===== src/rtl/mem_arb_pkg.sv =====
// ---------------------------------------------------------------------------
// mem_arb_pkg
// Shared types for the two-port memory arbiter.
//   port_e      : requester identity (I-port = instruction fetch, D-port =
//                 load/store). The encoding doubles as the bit index of that
//                 requester in the req/gnt vectors.
//   arb_state_e : response tracker state.
// ---------------------------------------------------------------------------
package mem_arb_pkg;

    typedef enum logic {
        PORT_I = 1'b0,
        PORT_D = 1'b1
    } port_e;

    typedef enum logic {
        IDLE = 1'b0,
        RESP = 1'b1
    } arb_state_e;

    // Maps a one-hot grant vector to the winning port. Only meaningful when
    // some bit of gnt is set; an empty vector maps to PORT_I.
    function automatic port_e gnt_to_port(input logic [1:0] gnt);
        return gnt[1] ? PORT_D : PORT_I;
    endfunction

endpackage


===== src/rtl/mem_arbiter_rr_arb2.sv =====
// ---------------------------------------------------------------------------
// rr_arb2
// Two-input round-robin picker, purely combinational.
// Ports:
//   req[1:0]    in   request vector, bit 0 = I-port, bit 1 = D-port
//   last_grant  in   port granted most recently
//   gnt[1:0]    out  one-hot grant (all zero when nothing requests)
// A lone requester always wins; on contention the port that did not win
// last time gets the grant.
// ---------------------------------------------------------------------------
module rr_arb2
    import mem_arb_pkg::*;
(
    input  logic [1:0] req,
    input  port_e      last_grant,
    output logic [1:0] gnt
);

    always_comb begin
        gnt = 2'b00;
        case (req)
            2'b01:   gnt = 2'b01;
            2'b10:   gnt = 2'b10;
            2'b11:   gnt = (last_grant == PORT_D) ? 2'b01 : 2'b10;
            default: gnt = 2'b00;
        endcase
    end

endmodule


===== src/rtl/mem_arbiter.sv =====
// ---------------------------------------------------------------------------
// mem_arbiter
// Shares one single-port, 1-cycle-read-latency memory between the
// instruction-fetch requester (I-port, read only) and the load/store
// requester (D-port, read/write). At most one access is granted per cycle,
// with round-robin fairness under contention, and read data is routed back
// to whichever port issued the access.
//
// Ports:
//   clk, rst                        clock, synchronous active-high reset
//   i_req_valid_i / i_addr_i        I-port read request
//   i_req_ready_o                   I-port accepted this cycle
//   i_rsp_valid_o / i_rsp_data_o    I-port read response
//   d_req_valid_i / d_we_i          D-port request, 1 = write
//   d_addr_i / d_wdata_i            D-port address / write data
//   d_req_ready_o                   D-port accepted this cycle
//   d_rsp_valid_o / d_rsp_data_o    D-port response (data 0 on write ack)
//   mem_addr_o / mem_data_o         memory address / write data
//   mem_read_en_o / mem_write_en_o  memory strobes
//   mem_data_i                      memory read data, valid cycle after read
//
// Response tracker FSM:
//   state | meaning
//   ------+-----------------------------------------------------------------
//   IDLE  | no access was granted last cycle, no response due
//   RESP  | access granted last cycle; respond to rsp_owner_q this cycle
// ---------------------------------------------------------------------------
module mem_arbiter
    import mem_arb_pkg::*;
#(
    parameter int AWIDTH = 32,
    parameter int DWIDTH = 32
) (
    input  logic              clk,
    input  logic              rst,

    input  logic              i_req_valid_i,
    input  logic [AWIDTH-1:0] i_addr_i,
    output logic              i_req_ready_o,
    output logic              i_rsp_valid_o,
    output logic [DWIDTH-1:0] i_rsp_data_o,

    input  logic              d_req_valid_i,
    input  logic              d_we_i,
    input  logic [AWIDTH-1:0] d_addr_i,
    input  logic [DWIDTH-1:0] d_wdata_i,
    output logic              d_req_ready_o,
    output logic              d_rsp_valid_o,
    output logic [DWIDTH-1:0] d_rsp_data_o,

    output logic [AWIDTH-1:0] mem_addr_o,
    output logic [DWIDTH-1:0] mem_data_o,
    output logic              mem_read_en_o,
    output logic              mem_write_en_o,
    input  logic [DWIDTH-1:0] mem_data_i
);

    logic [1:0] req;
    logic [1:0] gnt_raw;
    logic [1:0] gnt;
    logic       grant_any;
    port_e      grant_port;
    logic       grant_is_wr;

    arb_state_e state_q;
    arb_state_e state_d;
    port_e      last_grant_q;
    port_e      rsp_owner_q;
    logic       rsp_is_wr_q;
    logic       rsp_live;

    // ------------------------------------------------------------------
    // Arbitration
    // ------------------------------------------------------------------
    assign req = {d_req_valid_i, i_req_valid_i};

    rr_arb2 u_rr_arb2 (
        .req        (req),
        .last_grant (last_grant_q),
        .gnt        (gnt_raw)
    );

    // Nothing is granted while reset is held, so readys and memory strobes
    // stay quiet regardless of what the requesters present.
    assign gnt         = rst ? 2'b00 : gnt_raw;
    assign grant_any   = |gnt;
    assign grant_port  = gnt_to_port(gnt);
    assign grant_is_wr = gnt[PORT_D] & d_we_i;

    assign i_req_ready_o = gnt[PORT_I];
    assign d_req_ready_o = gnt[PORT_D];

    // ------------------------------------------------------------------
    // Memory request path, driven straight from the winner
    // ------------------------------------------------------------------
    always_comb begin
        mem_addr_o     = '0;
        mem_data_o     = '0;
        mem_read_en_o  = 1'b0;
        mem_write_en_o = 1'b0;
        if (gnt[PORT_I]) begin
            mem_addr_o    = i_addr_i;
            mem_read_en_o = 1'b1;
        end else if (gnt[PORT_D]) begin
            mem_addr_o = d_addr_i;
            if (d_we_i) begin
                mem_data_o     = d_wdata_i;
                mem_write_en_o = 1'b1;
            end else begin
                mem_read_en_o = 1'b1;
            end
        end
    end

    // ------------------------------------------------------------------
    // Response tracker
    // ------------------------------------------------------------------
    always_ff @(posedge clk) begin
        if (rst) begin
            state_q      <= IDLE;
            last_grant_q <= PORT_D;
            rsp_owner_q  <= PORT_I;
            rsp_is_wr_q  <= 1'b0;
        end else begin
            state_q <= state_d;
            if (grant_any) begin
                last_grant_q <= grant_port;
                rsp_owner_q  <= grant_port;
                rsp_is_wr_q  <= grant_is_wr;
            end
        end
    end

    // A grant in RESP keeps us in RESP, which is what sustains one access
    // per cycle: the current response and the next grant share a cycle.
    always_comb begin
        state_d = state_q;
        case (state_q)
            IDLE:    state_d = grant_any ? RESP : IDLE;
            RESP:    state_d = grant_any ? RESP : IDLE;
            default: state_d = IDLE;
        endcase
    end

    // Gating with rst drops a response that was due in the cycle reset
    // arrives, so a reset taken in RESP never leaks a stale pulse.
    assign rsp_live = (state_q == RESP) && !rst;

    assign i_rsp_valid_o = rsp_live && (rsp_owner_q == PORT_I);
    assign d_rsp_valid_o = rsp_live && (rsp_owner_q == PORT_D);

    // Memory read data is only valid in the response cycle, so it is
    // steered combinationally rather than re-registered; the select terms
    // come from flops, keeping the outputs at 0 out of reset.
    assign i_rsp_data_o = (i_rsp_valid_o && !rsp_is_wr_q) ? mem_data_i : '0;
    assign d_rsp_data_o = (d_rsp_valid_o && !rsp_is_wr_q) ? mem_data_i : '0;

endmodule


===== config.mk =====
export PLATFORM = sky130hd
export DESIGN_NAME = mem_arbiter
export DESIGN_NICKNAME = d
export VERILOG_FILES = /design/src/rtl/mem_arb_pkg.sv /design/src/rtl/mem_arbiter_rr_arb2.sv /design/src/rtl/mem_arbiter.sv
export SDC_FILE = /design/constraint.sdc
export NUM_CORES = 1
export LEC_CHECK = 0
export ABC_AREA = 1
export CORE_AREA = 2 2 103 105
export DETAILED_ROUTE_END_ITERATION = 12
export DIE_AREA = 0 0 105 107
export DONT_BUFFER_PORTS = 1
export GPL_ROUTABILITY_DRIVEN = 0
export GPL_TIMING_DRIVEN = 0
export PLACE_DENSITY = 0.34
export REMOVE_ABC_BUFFERS = 1
export SYNTH_ARGS = -nofsm -noshare
export SYNTH_HDL_FRONTEND = slang
export SYNTH_SLANG_ARGS = --single-unit

===== constraint.sdc =====
create_clock -name clk -period 1.3 [get_ports clk]
set_input_delay 0.26 -clock clk [delete_from_list [all_inputs] [get_ports clk]]
set_output_delay 0.26 -clock clk [all_outputs]
set_load 0.05 [all_outputs]

# Yosys cells after proc, flatten, opt, wreduce, memory -nomap -nowiden
# Index checks and enable logic that the tools add are counted.
# W data, S select, Z words.
[totals] reg_bits=4 latch_bits=0 ramBits=0 romBits=0 input_bits=133 output_inout_bits=134 word_cells=35 memories=0
[op_classes] addsub=0 mul=0 div_mod_pow=0 n_lt_le_gt_ge=0 eq_ne=3 shift=0 mux=18 bitwise=2 reduce_logical=8
[ops] operator="$mux W32" count=7
[ops] operator="$mux W1" count=8
[ops] operator="$pmux W2 S3" count=1
[ops] operator="$logic_and A1 B1 Y1" count=5
[ops] operator="$eq A2 B2 Y1 const B" count=2
[ops] operator="$mux W2" count=2
[ops] operator="$eq A2 B1 Y1 const B" count=1
[ops] operator="$logic_not A1 Y1" count=2
[ops] operator="$reduce_or A2 Y1" count=1
[ops] operator="$and A1 B1 Y1" count=1
[ops] operator="$not A1 Y1" count=1

# Longest topological paths before layout
# Gate-level depths: netlist of the first run.
[depth] depth_word=5 depth_mapped=5 depth_no_buf=5

# Modules after synthesis
# From an unflattened synthesis of the first run, not the netlist that was laid out.
[hier_totals] hier_cells=317 hier_area_um2=1560.2
[modules_own_cells] module="mem_arbiter" instances=1 cells_each=312 area_per_inst_um2=1539.0 seq_area_each_um2=80.1
[modules_own_cells] module="rr_arb2" instances=1 cells_each=5 area_per_inst_um2=21.3 seq_area_each_um2=0.0

# Worst setup path before layout of the first run
# OpenSTA, ideal clock, no wires.
[synth_timing] path_type="flip-flop to output port" from="reg rsp_owner_q" to="out d_rsp_valid_o" arrival_ns=1.453 required_time_ns=1.040 path_slack_ns=-0.413 path_stages_with_launch=3 path_buffers=0 path_cell_list="dfxtp_1 > inv_2 > nor3_1"
[synth_between] elab_chain_cells=1
[synth_rtl] item="from (decl)" line="mem_arbiter.sv:68" rtl="port_e rsp_owner_q;"
[synth_rtl] item="from (signal assigned)" line="mem_arbiter.sv:128" rtl="rsp_owner_q <= grant_port;"
[synth_rtl] item="$logic_and A1 B1 Y1" line="mem_arbiter.sv:150" rtl="assign d_rsp_valid_o = rsp_live && (rsp_owner_q == PORT_D);"
[synth_rtl] item="to (decl)" line="mem_arbiter.sv:48" rtl="output logic d_rsp_valid_o,"
# No other way between the ends.

# Worst setup path after layout of the first run
[layout_timing] from="reg rsp_owner_q" to="out d_rsp_data_o[2]"
[layout_between] elab_chain_cells=3
[layout_rtl] item="$logic_and A1 B1 Y1" line="mem_arbiter.sv:150"
[layout_rtl] item="$logic_and A1 B1 Y1" line="mem_arbiter.sv:156" rtl="assign d_rsp_data_o = (d_rsp_valid_o && !rsp_is_wr_q) ? mem_data_i : '0;"
[layout_rtl] item="$mux W32" line="mem_arbiter.sv:156"
[layout_rtl] item="to (decl)" line="mem_arbiter.sv:49" rtl="output logic [DWIDTH-1:0] d_rsp_data_o,"
# No other way between the ends.

==> impl_metrics.yaml, run 1 <==
timing:
  fmax_mhz: 588.3
  slew_viol_final: 0
  whs_ns: 0.1926
  fin_crit_sh_pct: 130.8
  setup_violations: 134
  finalHoldViolCount: 0
  worst_pin_slew_ns: 0.5770
  slew_headroom_pct: 61.41
  fin_crit_ns: 1.700
  worst_slack_ns: -0.3998
  worst_clock_skew_ns: 0.0009861
  grt_setup_unrepaired: "true"
cts:
  h-tree-depth: 1
  root_buffer: "clkbuf_8"
  cts.hold.buffers_added: 0
  cts_tree: "yes"
  clkLatencyLatePin_ns: 0.22
  clockBufferDepth: 2
  cts_made_buffers: 3
  clock-sinks: 4
  clkTransAtPathRegs_ns: 0.03
grt:
  grt_pass1_vias: 2292
  grt_first_pass_wirelength_um: 12830
  overflow: 0
  grt_max_degree: 74
  grt_usage_pct: 14.34
  antenna_found_initial: 0
setup_path:
  r2r-start: "last_grant_q"
  worstPathCellList: "inv_8, nor2_4, buf_6, nand3_4, buf_12, nor2_4"
  critical-path-slowest-cell: "dfxtp_4"
  cp_common_cell: "nor2_4"
  cpPeakStageDelay_ns: 0.37
  worst-path-buf-inv: 3
  path_delay_family: "simple AND/OR/NAND/NOR gates"
  crit_arrival_ns: 1.44
  cp-end-kind: "output pin"
  crit_start: "rsp_owner_q"
  start_kind: "flop"
  path_max_fanout: 8
  critical_path_class: "flop to output pin"
  cp.required_ns: 1.04
routing:
  dr.pass1.iters: 4
  drc_errors: 0
  drt_iter0_drc: 168
  viasPerCell: 5.174
  drt.antenna.violating_nets: 0
  avgRoutedWirePerCell_um: 19.39
  drt_wl_total_um: 9229
  vias: 2463
yosys:
  synthCells: 325
  syn_area_per_cell_um2: 4.774
  yosysWarnings: 0
  synth_area_leader_cell: "nand4_1"
  synth-edff-count: 0
  netlist_area_um2: 1551
  ys_async_sr_fraction_pct: 0
  synth_ff_type: "dfxtp_1"
  synth_cell_types: 18
  synth.ff_latch_count: 4
  ys_seq_area_share_pct: 5.161
  synth_area_leaders: "nand4_1 27%, nor2_1 23%, nand2_1 17%"
  synth_top_area_share_pct: 27.02
final_layout:
  fill_cells: 1017
  multi_input_area_um2: 2354
  regArea_um2: 92.59
  drive_gt1_share_pct: 58.24
  final_core_util_pct: 34.17
  fin_area_um2: 3448
  area_delta_synth_final_pct: 122.3
  finalNetCount: 475
  diodes: 0
  final_cells: 476
  layout_common_cells: "97 x nor2_4, 67 x nand4_1, 38 x nand2_1"
  layout_commonest_cell: "nor2_4"
flow_run:
  drv_cap: 0
worst_hold_path:
  hold_start: "d_req_valid_i"
  hold_class: "input port to flop"
run_status:
  status: "complete, but fails checks"
  violations: "negative setup slack"
die:
  die_y_um: 107
  num_rows: 37
  io_pins: 267
  initial_core_util_pct: 15.37
  die_w_um: 105
  die_area_um2: 11240
  coreArea_um2: 10090
pwr:
  power_leakage_nw: 1.213
  power_density_nw_per_um2: 552.7
  ir_drop_mv: 0.2062
placed_design:
  hpwl_um: 4454
  dpl_cell_area_um2: 1546
  io_buffers: 0
  placed_cells: 427
  dp_slack_ns: -1.849
==> final cells by class <==
cell class,count,share of cell area (%)
inverter,43,5.914
sequential,4,2.685
clock buffer,3,1.197
tap,136,4.935
multi-input combinational,253,68.25
timing repair buffer,37,17.02
==> layer usage <==
metal,GRT usage [%],part of all wire [%],up-vias
li1,-,-,1105
met1,16.02,36,1138
met2,27.23,53,201
met3,3.222,8.6,19
met4,3.810,2.6,0
met5,0,0,-
==> path summary, 6_finish.rpt <==
kind / to / slack, ns / cells past startpoint
setup reg to reg: state_q / 0.15 / 6
hold / removal: last_grant_q / 0.19 / 2
hold reg to reg: rsp_is_wr_q / 0.49 / 2
setup / recovery: d_rsp_data_o[2] / -0.40 / 6
==> sequential cells by signal (all words and copies together), names as in the netlist <==
name / count
state_q: 1
last_grant_q: 1
rsp_is_wr_q: 1
rsp_owner_q: 1
==> logic make-up after synthesis <==
group | after synthesis | share of synthesized area, %
and+or+nand+nor | 243 | 72.18
buffers and inverters | 77 | 22.34
DFF | 4 | 5.161
AOI/OAI and AO/OA | 1 | 0.3223
==> through the flow <==
step | TNS [ns] | total power [W]
5_1_grt | -46.78 | 0.001974
3_3_place_gp | -154.96 | 0.0009976
6_report | -41.38 | 0.001906
3_5_place_dp | -161.95 | 0.001002
4_1_cts | -40.31 | 0.001843
2_1_floorplan | -110.45 | 0.0009287
==> synth_stat cells (2+ instances only) <==
master / n
nor2_1: 96
nand2_1: 71
nand4_1: 67
inv_1: 40
buf_2: 28
dfxtp_1: 4
inv_2: 3
buf_4: 2
buf_6: 2
clkbuf_1: 2
nand3_1: 2
nor3_1: 2
==> power breakdown <==
group,internal (W),switching (W)
sequential,0.000133,0.0000215
combinational,0.000386,0.00110
clock,0.000198,0.0000697
==> timing repair <==
item                       in CTS  in global routing
setup buffers                  23                  6
resized for setup             313                  3
pin swaps                      70                 61
setup endpoints to repair     136                134
cloned                         14                  3
Power figures use the tool's default switching activity.
==> run 2, diff against run 1 <==
--- a/config.mk
+++ b/config.mk
@@ -6,6 +6,7 @@
 export NUM_CORES = 1
 export LEC_CHECK = 0
 export ABC_AREA = 1
+export ABC_CLOCK_PERIOD_IN_PS = 1300
 export CORE_AREA = 2 2 103 105
 export DETAILED_ROUTE_END_ITERATION = 12
 export DIE_AREA = 0 0 105 107
==> results of run 2 <==
Same layout as run 1: the final DEF is identical, and so are final timing and power.
==> run 3, diff against run 2 <==
--- a/config.mk
+++ b/config.mk
@@ -7,13 +7,12 @@
 export LEC_CHECK = 0
 export ABC_AREA = 1
 export ABC_CLOCK_PERIOD_IN_PS = 1300
-export CORE_AREA = 2 2 103 105
+export CORE_AREA = 2 2 104 106
 export DETAILED_ROUTE_END_ITERATION = 12
-export DIE_AREA = 0 0 105 107
-export DONT_BUFFER_PORTS = 1
+export DIE_AREA = 0 0 106 108
 export GPL_ROUTABILITY_DRIVEN = 0
 export GPL_TIMING_DRIVEN = 0
-export PLACE_DENSITY = 0.34
+export PLACE_DENSITY = 0.67
 export REMOVE_ABC_BUFFERS = 1
 export SYNTH_ARGS = -nofsm -noshare
 export SYNTH_HDL_FRONTEND = slang
==> run 3 against run 2 <==
Effect of this change:
- cell area increased by 96%
- the run still ends with negative setup slack left
- non-clock buffer count increased by 313
- core utilization rose by 32 points
- hold slack better by 0.30 ns
- largest cell class is now buffers
- sequential share of layout area down 1.4 points
- flip-flop and latch count unchanged
- critical path depth increased by 4
- clock skew rose by 0.0044 ns
- critical path type unchanged
==> impl_metrics.yaml, run 3 (synthesis gave the netlist of run 1 again) <==
placed_design:
  dp_slack_ns: -2.761
  placed_cells: 693
  dpl_cell_area_um2: 4199
  io_buffers: 266
  hpwl_um: 7047
final_layout:
  area_delta_synth_final_pct: 334.5
  final_cells: 800
  final_core_util_pct: 65.89
  fin_area_um2: 6741
  diodes: 0
  layout_commonest_cell: "buf_6"
  fill_cells: 760
  finalNetCount: 799
  layout_common_cells: "157 x buf_6, 128 x clkdlybuf4s50_1, 88 x nor2_4"
  drive_gt1_share_pct: 54.52
setup_path:
  cp_num_cells: 10
  cpPeakStageDelay_ns: 0.34
  rr_worst_depth: 8
  path_delay_family: "buffers and inverters"
  critical-path-slowest-cell: "dfxtp_2"
  cp_common_cell: "buf_6"
  critical_path_class: "flop to output pin"
  worstPathCellList: "inv_4, buf_6, nor2_4, buf_12, nand3_4, buf_12, buf_6, buf_6, nor2_4, buf_8"
  crit_arrival_ns: 1.68
  path_max_fanout: 3
  cp-end-kind: "output pin"
  start_kind: "flop"
  worst-path-buf-inv: 7
  cp.required_ns: 1.04
flow_run:
  drv_cap: 0
cts:
  cts_tree: "yes"
  h-tree-depth: 1
  cts_made_buffers: 3
  clkTransAtPathRegs_ns: 0.03
  root_buffer: "clkbuf_8"
  cts.hold.buffers_added: 0
  clock-sinks: 4
  clkLatencyLatePin_ns: 0.22
  clockBufferDepth: 2
timing:
  setup_violations: 134
  finalHoldViolCount: 0
  slew_headroom_pct: 67.68
  fin_crit_ns: 1.940
  worst_slack_ns: -0.6404
  finalSetupTns_ns: -58.61
  worst_clock_skew_ns: 0.005435
  fin_crit_sh_pct: 149.3
  grt_setup_unrepaired: "true"
  slew_viol_final: 0
  worst_pin_slew_ns: 0.4848
  fmax_mhz: 515.4
routing:
  vias: 3780
  drc_errors: 0
  dr.pass1.iters: 5
  drt_wl_total_um: 15650
  drt.antenna.violating_nets: 0
  viasPerCell: 4.725
  drt_iter0_drc: 168
  avgRoutedWirePerCell_um: 19.57
die:
  die_y_um: 108
  num_rows: 37
  coreArea_um2: 10230
  die_area_um2: 11450
  io_pins: 267
  die_w_um: 106
  initial_core_util_pct: 15.16
worst_hold_path:
  hold_class: "input port to flop"
  min_path_cells: 4
pwr:
  ir_drop_mv: 0.2654
  power_density_nw_per_um2: 439.1
  power_leakage_nw: 2.879
grt:
  grt_pass1_vias: 3826
  grt_first_pass_wirelength_um: 20860
  grt_usage_pct: 23.21
  grt_max_degree: 48
  antenna_found_initial: 0
  overflow: 0
run_status:
  status: "complete, but fails checks"
  violations: "negative setup slack"
[run 3: cell types whose count changed in the layout (fill, tap and decap cells not counted), sizes merged, moves of 4 or more]
cell           previous run  this run
buf                      35       222
clkdlybuf4s50             0       128
inv                      38        44
clkinvlp                  4         0
nand3                     5         9
[run 3: power by group]
part | switching [W] | leakage, nW | total [W] | internal (W)
sequential | 0.0000121 | 0.0341 | 0.000145 | 0.000133
combinational | 0.00141 | 2.82 | 0.00255 | 0.00114
clock | 0.0000661 | 0.0216 | 0.000264 | 0.000198
[run 3: layout make-up]
cell class / instances / area (um2) / share of cell area (%)
clock buffers: 3 / 41.29 / 0.6125
inverters: 43 / 214.0 / 3.174
multi-input cells: 261 / 2213 / 32.83
flip-flops and latches: 4 / 88.84 / 1.318
well taps: 136 / 170.2 / 2.524
repair buffers: 350 / 3988 / 59.15
repair inverters: 3 / 26.28 / 0.3898
[run 3: worst register-to-register path: stages (launching register included)]
cell and delay, ns:
dfxtp_4 0.40, buf_12 0.12, nand2_8 0.06, buf_12 0.15, buf_16 0.13, buf_6 0.11, buf_6 0.10, o21ai_2 0.04
nand2_1 0.05
[run 3: path summary, 6_finish.rpt]
| check | startpoint | end | slack, ns |
|---|---|---|---|
| worst max-delay path | rsp_owner_q | d_rsp_data_o[8] | -0.64 |
| worst min-delay path | i_req_valid_i | rsp_owner_q | 0.49 |
| worst max register to register | last_grant_q | last_grant_q | 0.01 |
| worst min register to register | rsp_is_wr_q | rsp_is_wr_q | 0.51 |
[run 3: per-layer routing]
| layer | part of all wire [%] | vias up | GRT usage [%] |
|---|---|---|---|
| met2 | 54 | 209 | 46.04 |
| met4 | 3.9 | 0 | 6.673 |
| met5 | 0 | - | 0 |
| met3 | 7.0 | 43 | 4.882 |
| li1 | - | 1775 | - |
| met1 | 35 | 1753 | 24.53 |
[run 3: through the flow]
step | power, W | hold WS (ns)
floorplan | 0.0009287 | 0.3848
global placement | 0.001716 | 0.4693
detailed placement | 0.001735 | 0.4705
CTS | 0.002706 | 0.4813
global route | 0.003076 | 0.5070
finish | 0.002960 | 0.4901
[run 3: repair_timing]
item	4_1_cts	5_1_grt
pin swaps	28	36
endpoints found under the hold margin	0	0
resized for setup	1180	137
setup endpoints to repair	138	137
buffers inserted	61	32
cloned	22	0
